**config.mk**
```make
export PLATFORM = sky130hd
export DESIGN_NAME = regfile_wb_arbiter
export DESIGN_NICKNAME = d
export VERILOG_FILES = /design/src/rtl/regfile_wb_arbiter.sv
export SDC_FILE = /design/constraint.sdc
export NUM_CORES = 1
export LEC_CHECK = 0
export CAP_MARGIN = 20
export CORE_UTILIZATION = 38
export CTS_CLUSTER_SIZE = 16
export DETAILED_ROUTE_END_ITERATION = 12
export GPL_TIMING_DRIVEN = 0
export PLACE_DENSITY = 0.8
export SYNTH_ARGS = -nofsm -noshare
export SYNTH_HDL_FRONTEND = slang
export SYNTH_SLANG_ARGS = --single-unit
```
**constraint.sdc**
```tcl
create_clock -name clk -period 2.45 [get_ports clk]
set_input_delay 0.49 -clock clk [delete_from_list [all_inputs] [get_ports clk]]
set_output_delay 0.49 -clock clk [all_outputs]
set_load 0.02 [all_outputs]
```
**src/rtl/regfile_wb_arbiter.sv**
```systemverilog
// Register-file write-back arbiter: LD, MD and ALU share one write port under
// fixed priority LD > MD > ALU, with promotion of requesters that wait too long.

module regfile_wb_starve_cnt #(
   parameter int STARVE_LIMIT = 4
) (
   input  logic clk,
   input  logic rst,
   input  logic valid,
   input  logic accept,
   output logic starved
);
   logic [3:0] cnt_q, cnt_d;

   always_comb begin
      cnt_d = cnt_q;
      if (!valid || accept)   cnt_d = 4'd0;
      else if (cnt_q != 4'hF) cnt_d = cnt_q + 4'd1;
   end

   always_ff @(posedge clk or negedge rst) begin
      if (!rst) cnt_q <= 4'd0;
      else      cnt_q <= cnt_d;
   end

   assign starved = valid && (cnt_q >= 4'(STARVE_LIMIT));
endmodule

module regfile_wb_arbiter #(
   parameter int DATA_W       = 32,
   parameter int ADDR_W       = 5,
   parameter int STARVE_LIMIT = 4
) (
   input  logic              clk,
   input  logic              rst,
   input  logic              ld_valid,
   input  logic              md_valid,
   input  logic              alu_valid,
   input  logic [ADDR_W-1:0] ld_rd,
   input  logic [ADDR_W-1:0] md_rd,
   input  logic [ADDR_W-1:0] alu_rd,
   input  logic [DATA_W-1:0] ld_data,
   input  logic [DATA_W-1:0] md_data,
   input  logic [DATA_W-1:0] alu_data,
   output logic              ld_ready,
   output logic              md_ready,
   output logic              alu_ready,
   output logic [ADDR_W-1:0] rf_wr_address,
   output logic [DATA_W-1:0] rf_wr_data,
   output logic              rf_write_enable,
   output logic [1:0]        grant_id,
   output logic              wb_stall
);
   localparam int NUM_REQ = 3;
   localparam logic [NUM_REQ-1:0] REQ_ONE = {{(NUM_REQ-1){1'b0}}, 1'b1};

   logic [NUM_REQ-1:0]             vld, starved, cand, grant;
   logic [NUM_REQ-1:0][ADDR_W-1:0] rd;
   logic [NUM_REQ-1:0][DATA_W-1:0] data;
   logic [ADDR_W-1:0]              sel_rd;
   logic [DATA_W-1:0]              sel_data;
   logic [1:0]                     sel_id;

   logic              wr_en_q, wr_en_d;
   logic [1:0]        grant_id_q, grant_id_d;
   logic [ADDR_W-1:0] wr_addr_q, wr_addr_d;
   logic [DATA_W-1:0] wr_data_q, wr_data_d;

   assign vld  = {alu_valid, md_valid, ld_valid};
   assign rd   = {alu_rd, md_rd, ld_rd};
   assign data = {alu_data, md_data, ld_data};

   generate
      for (genvar i = 0; i < NUM_REQ; i++) begin : g_req
         regfile_wb_starve_cnt #(.STARVE_LIMIT(STARVE_LIMIT)) u_starve (
            .clk     (clk),
            .rst     (rst),
            .valid   (vld[i]),
            .accept  (grant[i]),
            .starved (starved[i])
         );
      end
   endgenerate

   // Starved requesters form the candidate set when any exist; the lowest
   // index wins within it, which is the base priority order.
   always_comb begin
      cand  = (|starved) ? starved : vld;
      grant = cand & (~cand + REQ_ONE);
      if (!rst) grant = '0;
   end

   always_comb begin
      sel_rd   = '0;
      sel_data = '0;
      sel_id   = 2'd3;
      for (int i = 0; i < NUM_REQ; i++) begin
         if (grant[i]) begin
            sel_rd   = rd[i];
            sel_data = data[i];
            sel_id   = 2'(i);
         end
      end
   end

   // Writes to r0 are consumed but never reach the register file.
   always_comb begin
      wr_en_d    = (|grant) && (sel_rd != '0);
      grant_id_d = wr_en_d ? sel_id : 2'd3;
      wr_addr_d  = wr_en_d ? sel_rd : wr_addr_q;
      wr_data_d  = wr_en_d ? sel_data : wr_data_q;
   end

   always_ff @(posedge clk or negedge rst) begin
      if (!rst) begin
         wr_en_q    <= 1'b0;
         grant_id_q <= 2'd3;
         wr_addr_q  <= '0;
         wr_data_q  <= '0;
      end else begin
         wr_en_q    <= wr_en_d;
         grant_id_q <= grant_id_d;
         wr_addr_q  <= wr_addr_d;
         wr_data_q  <= wr_data_d;
      end
   end

   assign ld_ready        = grant[0];
   assign md_ready        = grant[1];
   assign alu_ready       = grant[2];
   assign wb_stall        = |(vld & ~grant);
   assign rf_write_enable = wr_en_q;
   assign grant_id        = grant_id_q;
   assign rf_wr_address   = wr_addr_q;
   assign rf_wr_data      = wr_data_q;
endmodule

```
Word level (Yosys, flattened, before mapping)
Index checks and enable logic that the tools add are counted.

storage, ports and cells
  flip-flop bits (word level) = 52
  bits of input ports = 116
  output and inout bits = 44
  logic and storage cells = 56

operators by class
  add/sub/neg operators = 4
  magnitude comparators = 3
  equal/unequal tests = 3
  multiplexer cells = 18
  bitwise logic cells = 4
  reduce and logical (&&, ||, !) cells = 17

operators by type and width
  kind                                                                    count
  32-bit two-way mux                                                      3
  4-bit two-way mux                                                       6
  5-bit two-way mux                                                       3
  4-bit by 1-bit adder with 4-bit output (second input constant)          3
  4-bit by 3-bit >= comparator with 1-bit output (second input constant)  3
  4-bit != test (second input constant)                                   3
  3-bit OR reduction                                                      3
  2-bit two-way mux                                                       4
  3-bit AND                                                               2
  3-bit two-way mux                                                       2
  3-bit NOT                                                               2
  2-bit nonzero test                                                      3
  5-bit nonzero test                                                      1
  1-bit logical AND                                                       4
  3-bit by 1-bit adder with 3-bit output (second input constant)          1
  1-bit logical NOT                                                       3
  1-bit logical OR                                                        3

Logic depth before layout (Yosys ltp)
Gate-level depths: netlist (run 1).

  word-level depth = 14
  mapped depth = 11
  mapped depth without buffers = 6

Hierarchy
Synthesis (run 1) repeated with hierarchy kept, for this count alone.

unflattened totals
  cells, all modules = 252
  area total of the unflattened synthesis = 2,776.4 µm²

modules (own cells, without submodules)
  module                 times used  cells an instance  area each (µm²)
  regfile_wb_arbiter     1           189                2,115.8
  regfile_wb_starve_cnt  3           21                 220.2

Worst setup path after synthesis (run 1)
No wires, ideal clock.

  path kind = reg-to-reg
  from = reg g_req[1].u_starve.cnt_q[2]
  to = reg wr_data_q[10], in the netlist rf_wr_data[10]
  setup time = 0.079 ns
  arrival = 2.196 ns
  data required time = 2.371 ns
  setup slack = 0.174 ns
  stages on the path, launching flop included = 11
  period minus slack after synthesis = 2.276 ns
  path through = dfrtp_1 -> buf_6 -> o211a_1 -> a22o_1 -> buf_6 -> a222oi_1 -> and3_1 -> buf_4 -> buf_12 -> buf_8 -> mux2i_1

on the way
  cells in the longest elaborated chain, start to end = 13

ends and longest elaborated chain
  item                                              RTL line  text
  start: declaration                                13        logic [3:0] cnt_q, cnt_d;
  start signal: assignment                          23        else cnt_q <= cnt_d;
  4-bit by 3-bit >= comparator with 1-bit output *  26        assign starved = valid && (cnt_q >= 4'(STARVE_LIMIT));
  1-bit logical AND *                               26
  3-bit OR reduction                                88        cand = (|starved) ? starved : vld;
  3-bit two-way mux *                               88
  3-bit NOT                                         89        grant = cand & (~cand + REQ_ONE);
  3-bit by 1-bit adder with 3-bit output            89
  3-bit AND *                                       89
  3-bit two-way mux *                               90        if (!rst) grant = '0;
  5-bit two-way mux (3 in a row)                    98        if (grant[i]) begin
  5-bit nonzero test                                108       wr_en_d = (|grant) && (sel_rd != '0);
  1-bit logical AND                                 108
  end signal: assignment                            124       wr_data_q <= wr_data_d;
  end: declaration                                  67        logic [DATA_W-1:0] wr_data_q, wr_data_d;

Mark *: on every way between the ends. The rest lies on a longest branch, timed or not.
A chain may end at the register's enable or synchronous reset.

Worst setup path after layout (run 1)
  from = in ld_valid
  to = reg wr_data_q[1], in the netlist rf_wr_data[1]

on the way
  cells in the longest elaborated chain, start to end = 12

ends and longest elaborated chain
  item                                    RTL line  text
  start: declaration                      36        input logic ld_valid,
  1-bit logical AND                       26
  3-bit OR reduction                      88
  3-bit two-way mux *                     88
  3-bit NOT                               89
  3-bit by 1-bit adder with 3-bit output  89
  3-bit AND *                             89
  3-bit two-way mux *                     90
  5-bit two-way mux (3 in a row)          98
  5-bit nonzero test                      108
  1-bit logical AND                       108

Marks and branches as above.

==> out/results.ini, run 1 <==
[detailed_routing]
avgViaCountPerCell=5.303
ant_nets=0
firstDrtPassIters=5
drt-total-wl_um=9073
vias=2885
drt-initial-drc-count=246
wl_per_cell_um=16.68
drcViolationCount=0

[logic_synthesis]
synthDistinctLibCells=40
synth_seq_area_share_pct=47.26
synth_nets=372
ys_ff_latch=52
ys.flop_type=dfrtp_1
netlist_area_um2=2759
yosys_warnings=0
synthArstFlopShare_pct=100.0
netlist_instances=253
synth_area_per_cell_um2=10.90
synth-edff-count=0

[timing]
slew_viol_final=0
rsz0062_at_grt=true
relSlewSlack_pct=66.43
timing.final.crit_share_pct=100.4
hold_viol=0
setup_violations=4
finalClockSkew_ps=9.728
fin_ws_ps=-10.57
finalHoldWorstSlack_ps=14.39
layout_min_cycle_time_ps=2461
fmax_mhz=406.4
worst_slew_pin_slew_ps=503.5

[finish]
final_area_um2=4995
layout_common_cells=clkdlybuf4s50_1 (151), dfrtp_1 (48), a222oi_1 (34), inv_1 (34), mux2i_1 (34)
nFillCells=514
drive_gt1_share_pct=15.85
fin_util_pct=72.32
antenna_cells=0
syn2layout_area_growth_pct=81.04
final_cells=544
multi_input_area_um2=1269
layout_commonest_cell=clkdlybuf4s50_1
ff_latch_area_um2=1306
nNetsFinal=566

[setup_path]
endpoint_kind=flop
crit_family=compound AO/OA/AOI/OAI gates
crit_start=ld_valid
crit_type=input pin to flop
reg2reg_slack_ps=0
crit_path_start_kind=input pin
path_max_fanout=7
max_stage_delay_ps=400
crit_slowest_cell=a222oi_1
r2r_end=rf_wr_data[1]$_DFFE_PN0P_
worstPathCellList=clkdlybuf4s15_1 > o21ai_0 > a22o_4 > buf_8 > a222oi_1 > and3_1 > buf_6 > buf_12 > buf_12 > mux2i_2
worst-path-stages=10
crit_path_end=rf_wr_data[1]$_DFFE_PN0P_
cp.required_ps=2670
r2r_cells=10
path_buf_inv=5
crit_arrival_ps=2680
cp_common_cell=buf_12
worstReg2RegStart=g_req[1].u_starve.cnt_q[2]$_DFFE_PN0P_

[pwr]
max-vdd-ir-drop_mv=0.3563
power.switching_uw=836.4
p_seq_share_pct=39.6
p_per_area_nw_per_um2=533.8
p_sw_share_pct=31.37
p_comb_share_pct=42.4
p_leak_uw=0.002180
power_frac_clock_pct=18.0
p_int_uw=1830

[grt]
grt_use_total_pct=22.33
grt_pass1_vias=2732
grt_pass1_wl_um=13070
antenna_found_initial=0
grt_max_degree=22
grt-ovfl-total=0

[clock_tree]
cts_tree=built
numCtsBuffers=5
htreeDepth=2
root_buffer=clkbuf_8
cts_hold_buf=0
clockBufferDepth=2
cts_num_sinks=52
clkTransAtPathRegs_ps=90
clk_latency_ps=310

[placement]
hpwl_um=6333
post-place-cells=509
dpl_cell_area_um2=4486
gp_congestion=0.7592
pre_cts_ws_ps=-1323
io_buffers=159

[hold_path]
hold_class=input pin to asynchronous set/reset pin

[run_status]
violations=setup timing
status=complete, but fails checks

[run]
cap_violations=0

[floorplanning]
ioPinCount=160
core_um2=6907
die_w_um=87.21
fp.dieH_um=87.21
dieArea_um2=7605
rows=30
initial_core_util_pct=39.95

==> what timing repair did <==
| action | in CTS | in global routing |
|---|---|---|
| setup buffers | 7 | 16 |
| pin swaps | 5 | 8 |
| gates resized for setup | 51 | 11 |
| endpoints found under the setup margin | 42 | 34 |
| cloned | 1 | 3 |
| endpoints found under the hold margin | 0 | 0 |
==> power groups by stage <==
stage / Combinational, µW / Clock, µW / Sequential [µW]
floorplan: 323 / 0 / 1210
CTS: 1030 / 493 / 1050
finish: 1130 / 481 / 1060
global route: 1200 / 531 / 1070
global placement: 975 / 0 / 1060
detailed placement: 994 / 0 / 1070
==> layout make-up <==
cell class	count	share of cell area [%]
buffer	18	3.833
clock buffer	7	1.528
clock inverter	1	0.1002
inverter	34	2.555
multi-input combinational	149	25.40
sequential	52	26.15
tap	96	2.405
timing repair buffer	187	38.03
==> metal layers <==
metal	share of wire, %	wire length, µm	up-vias	GRT usage, %
li1	-	-	1345	-
met1	39	3582	1401	28.29
met2	50	4579	126	38.30
met3	8.5	774	13	5.592
met4	1.5	136	0	5.514
met5	0	0	-	0
==> per-stage QoR <==
stage | power [µW] | setup TNS (ps)
floorplan | 1532 | 0
global placement | 2038 | -175280
detailed placement | 2063 | -28480
CTS | 2578 | 0
global route | 2800 | -2004
finish | 2666 | -23.38
==> how the worst min path moves through the flow <==
stage,startpoint,end,slack [ps],cells after the start
after floorplan,rst,g_req[0].u_starve.cnt_q[0]$_DFFE_PN0P_,190,0
after global placement,rf_wr_address[1]$_DFFE_PN0P_,rf_wr_address[1]$_DFFE_PN0P_,480,1
after detailed placement,rst,rf_wr_data[29]$_DFFE_PN0P_,460,1
after CTS,rst,rf_wr_data[29]$_DFFE_PN0P_,10,1
after global routing,rst,rf_wr_data[29]$_DFFE_PN0P_,4,1
final,rst,rf_wr_data[29]$_DFFE_PN0P_,10,1
==> cell usage after synthesis, drive strengths merged, types with 4 or more instances <==
library cell / number / share of area (%)
a222oi: 34 / 12
buf: 8 / 3.5
clkbuf: 10 / 1.4
dfrtp: 50 / 45
inv: 34 / 4.6
mux2i: 35 / 13
nand2: 7 / 0.95
nand3: 9 / 1.6
nor2: 14 / 1.9
nor3: 6 / 1.1
nor3b: 4 / 1.1
o21ai: 6 / 1.1
==> registers in the layout (all words and copies together) (netlist names) <==
signal	cells
grant_id	2
rf_write_enable	1
g_req.u_starve.cnt_q	12
rf_wr_address	5
rf_wr_data	32
==> logic make-up after synthesis <==
family	after synthesis	synth area share (%)
compound gates	57	18.59
fa+ha+maj	3	1.361
xor+xnor	3	0.9526
flops	52	47.26
simple gates	51	9.615
mux	35	12.70
buf+inv	52	9.523
(Power assumes the default switching activity.)
==> inputs of run 2 (changes only) <==
Settings changed: CORE_ASPECT_RATIO set to 1.5.
==> run 2 against run 1 <==
The flow still finishes with violations (setup timing). Critical path type unchanged. Clock power down 4.2%. Sequential share of layout area grew 0.63 points. Highest routed layer unchanged. Critical path depth unchanged. Clock-buffer cell count fell by 1. Clock skew shrank 2.4 ps. Combinational power about the same. Flip-flop and latch count stayed put. First-iteration DRC count is 1.2% higher. Maximum frequency about the same.
==> out/results.ini, run 2 (synthesis gave the netlist of run 1 again) <==
[placement]
post-place-cells=491  ; -3.5%
hpwl_um=6861  ; +8.3%
gp_congestion=0.8019  ; +5.6%
dpl_cell_area_um2=4463  ; -0.50%
io_buffers=159  ; unchanged

[finish]
fin_util_pct=70.31  ; -2.0 points
drive_gt1_share_pct=13.96  ; -1.9 points
layout_common_cells=clkdlybuf4s50_1 (151), dfrtp_1 (47), a222oi_1 (34), inv_1 (34), mux2i_1 (34)
layout_commonest_cell=clkdlybuf4s50_1
nFillCells=546  ; +6.2%
antenna_cells=0  ; unchanged
syn2layout_area_growth_pct=76.96
final_area_um2=4882  ; -2.3%
nNetsFinal=556  ; -1.8%
final_cells=515  ; -5.3%
largest_reg_flops=32  ; unchanged

[clock_tree]
clk_latency_ps=300  ; about the same
cts_num_sinks=52  ; unchanged
root_buffer=clkbuf_8
htreeDepth=2  ; unchanged
clockBufferDepth=2  ; unchanged
clkTransAtPathRegs_ps=90  ; about the same
numCtsBuffers=5  ; unchanged
cts_tree=built
cts_hold_buf=0  ; unchanged

[floorplanning]
initial_core_util_pct=39.73  ; -0.22 points
ioPinCount=160  ; unchanged
rows=37  ; +23%
die_w_um=71.57  ; -18%
core_um2=6944  ; +0.54%
dieArea_um2=7612  ; about the same
fp.dieH_um=106.4  ; +22%

[timing]
fin_ws_ps=-10.01  ; +0.5524 ps
setup_violations=2  ; -2
fmax_mhz=406.5  ; about the same
layout_min_cycle_time_ps=2460  ; -0.5524 ps
worst_slew_pin_slew_ps=496.2  ; -7.281 ps
relSlewSlack_pct=66.92  ; +0.49 points
rsz0062_at_grt=true
timing.final.crit_share_pct=100.4  ; about the same
fin_setup_tns_ps=-18.63  ; +4.745 ps
finalClockSkew_ps=7.285  ; -2.443 ps
hold_viol=0  ; unchanged
slew_viol_final=0  ; unchanged

[pwr]
max-vdd-ir-drop_mv=0.2984  ; -16%
p_comb_share_pct=42.1  ; -0.3 points
p_per_area_nw_per_um2=537.0  ; +0.60%
fin_total_pwr_uw=2622  ; -1.7%
p_int_uw=1804  ; -1.4%
p_leak_uw=0.002123  ; -2.6%
power.switching_uw=817.4  ; -2.3%
power_frac_clock_pct=17.6  ; -0.4 points
p_seq_share_pct=40.4  ; +0.8 points
p_sw_share_pct=31.18  ; -0.19 points

[grt]
grt_pass1_wl_um=14090  ; +7.8%
grt_use_total_pct=23.63  ; +1.3 points
grt-ovfl-total=0  ; unchanged
grt_max_degree=26  ; +18%
grt_pass1_vias=2976  ; +8.9%
antenna_found_initial=0  ; unchanged

[setup_path]
endpoint_kind=flop
r2r_cells=10  ; unchanged
crit_type=input pin to flop
r2r_end=rf_wr_data[28]$_DFFE_PN0P_
crit_arrival_ps=2680  ; about the same
cp.required_ps=2670  ; about the same
worstReg2RegStart=g_req[1].u_starve.cnt_q[2]$_DFFE_PN0P_
crit_path_start_kind=input pin
reg2reg_slack_ps=10  ; about the same
path_max_fanout=7  ; unchanged

[run]
cap_violations=0  ; unchanged

[detailed_routing]
avgViaCountPerCell=5.530  ; +4.3%
drt-total-wl_um=9259  ; +2.1%
ant_nets=0  ; unchanged
drt-initial-drc-count=249  ; +1.2%
vias=2848  ; -1.3%
drcViolationCount=0  ; unchanged
firstDrtPassIters=6  ; +1
wl_per_cell_um=17.98  ; +7.8%

[hold_path]
hold_class=input pin to asynchronous set/reset pin

[run_status]
violations=setup timing
status=complete, but fails checks

## run 2: cell types whose count changed in the layout (fill, tap and decap cells not counted), sizes merged
| cell | before | now |
|---|---|---|
| dlygate4sd2 | 1 | 2 |
| buf | 35 | 27 |
| clkdlybuf4s15 | 4 | 3 |
| clkbuf | 20 | 17 |
## run 2: per-stage QoR
step / setup slack (ps) / hold slack (ps)
4_1_cts: 3.027 / 19.36
6_report: -10.01 / 17.29
3_5_place_dp: -1239 / 493.9
3_3_place_gp: -2933 / 482.8
5_1_grt: -113.3 / 8.463
2_1_floorplan: 174.1 / 194.4
## run 2: per-layer routing
metal	global-route usage (%)	part of all wire, %	up-vias
li1	-	-	1328
met1	25.09	37	1410
met2	46.19	56	100
met3	4.739	5.9	10
met4	6.162	1.0	0
met5	0	0	-
## run 2: worst max-delay path by stage
| stage | startpoint | slack (ps) | endpoint | depth (start not counted) |
|---|---|---|---|---|
| 3_5_place_dp | alu_valid | -1240 | alu_ready | 7 |
| 3_3_place_gp | rst | -2930 | ld_ready | 6 |
| 5_1_grt | g_req[2].u_starve.cnt_q[3]$_DFFE_PN0P_ | -110 | wb_stall | 7 |
| 2_1_floorplan | g_req[1].u_starve.cnt_q[2]$_DFFE_PN0P_ | 170 | rf_wr_data[10]$_DFFE_PN0P_ | 10 |
| 4_1_cts | g_req[1].u_starve.cnt_q[2]$_DFFE_PN0P_ | 3 | ld_ready | 7 |
| 6_report | ld_valid | -10 | rf_wr_data[28]$_DFFE_PN0P_ | 10 |
## run 2: area by class of cell
cell class	instances	area, µm²	share of cell area, %
Buffer	18	188.9	3.870
Clock buffer	6	72.57	1.486
Clock inverter	1	5.005	0.1025
Inverter	34	127.6	2.614
Multi-Input combinational cell	149	1267	25.96
Sequential cell	52	1308	26.78
Tap cell	78	97.59	1.999
Timing Repair Buffer	177	1815	37.19
## run 2: repair_timing
item,4_1_cts,5_1_grt
setup endpoints to repair,42,39
resized for setup,50,12
setup buffers,8,6
endpoints found under the hold margin,0,0
pin swaps,7,5
cloned,1,2
## run 2: power by group through the flow
stage | logic [µW] | registers [µW] | clock network (µW)
floorplan | 323 | 1210 | 0
global placement | 974 | 1070 | 0
detailed placement | 995 | 1080 | 0
CTS | 1050 | 1060 | 476
global route | 1170 | 1070 | 519
finish | 1100 | 1060 | 461
## run 2: critical path: stages
cell and delay, ps:
dlygate4sd2_1 350, o21ai_0 170, a22o_4 300, buf_8 140, a222oi_1 400, and3_1 230, buf_6 110, buf_12 130
clkbuf_16 150, mux2i_1 190
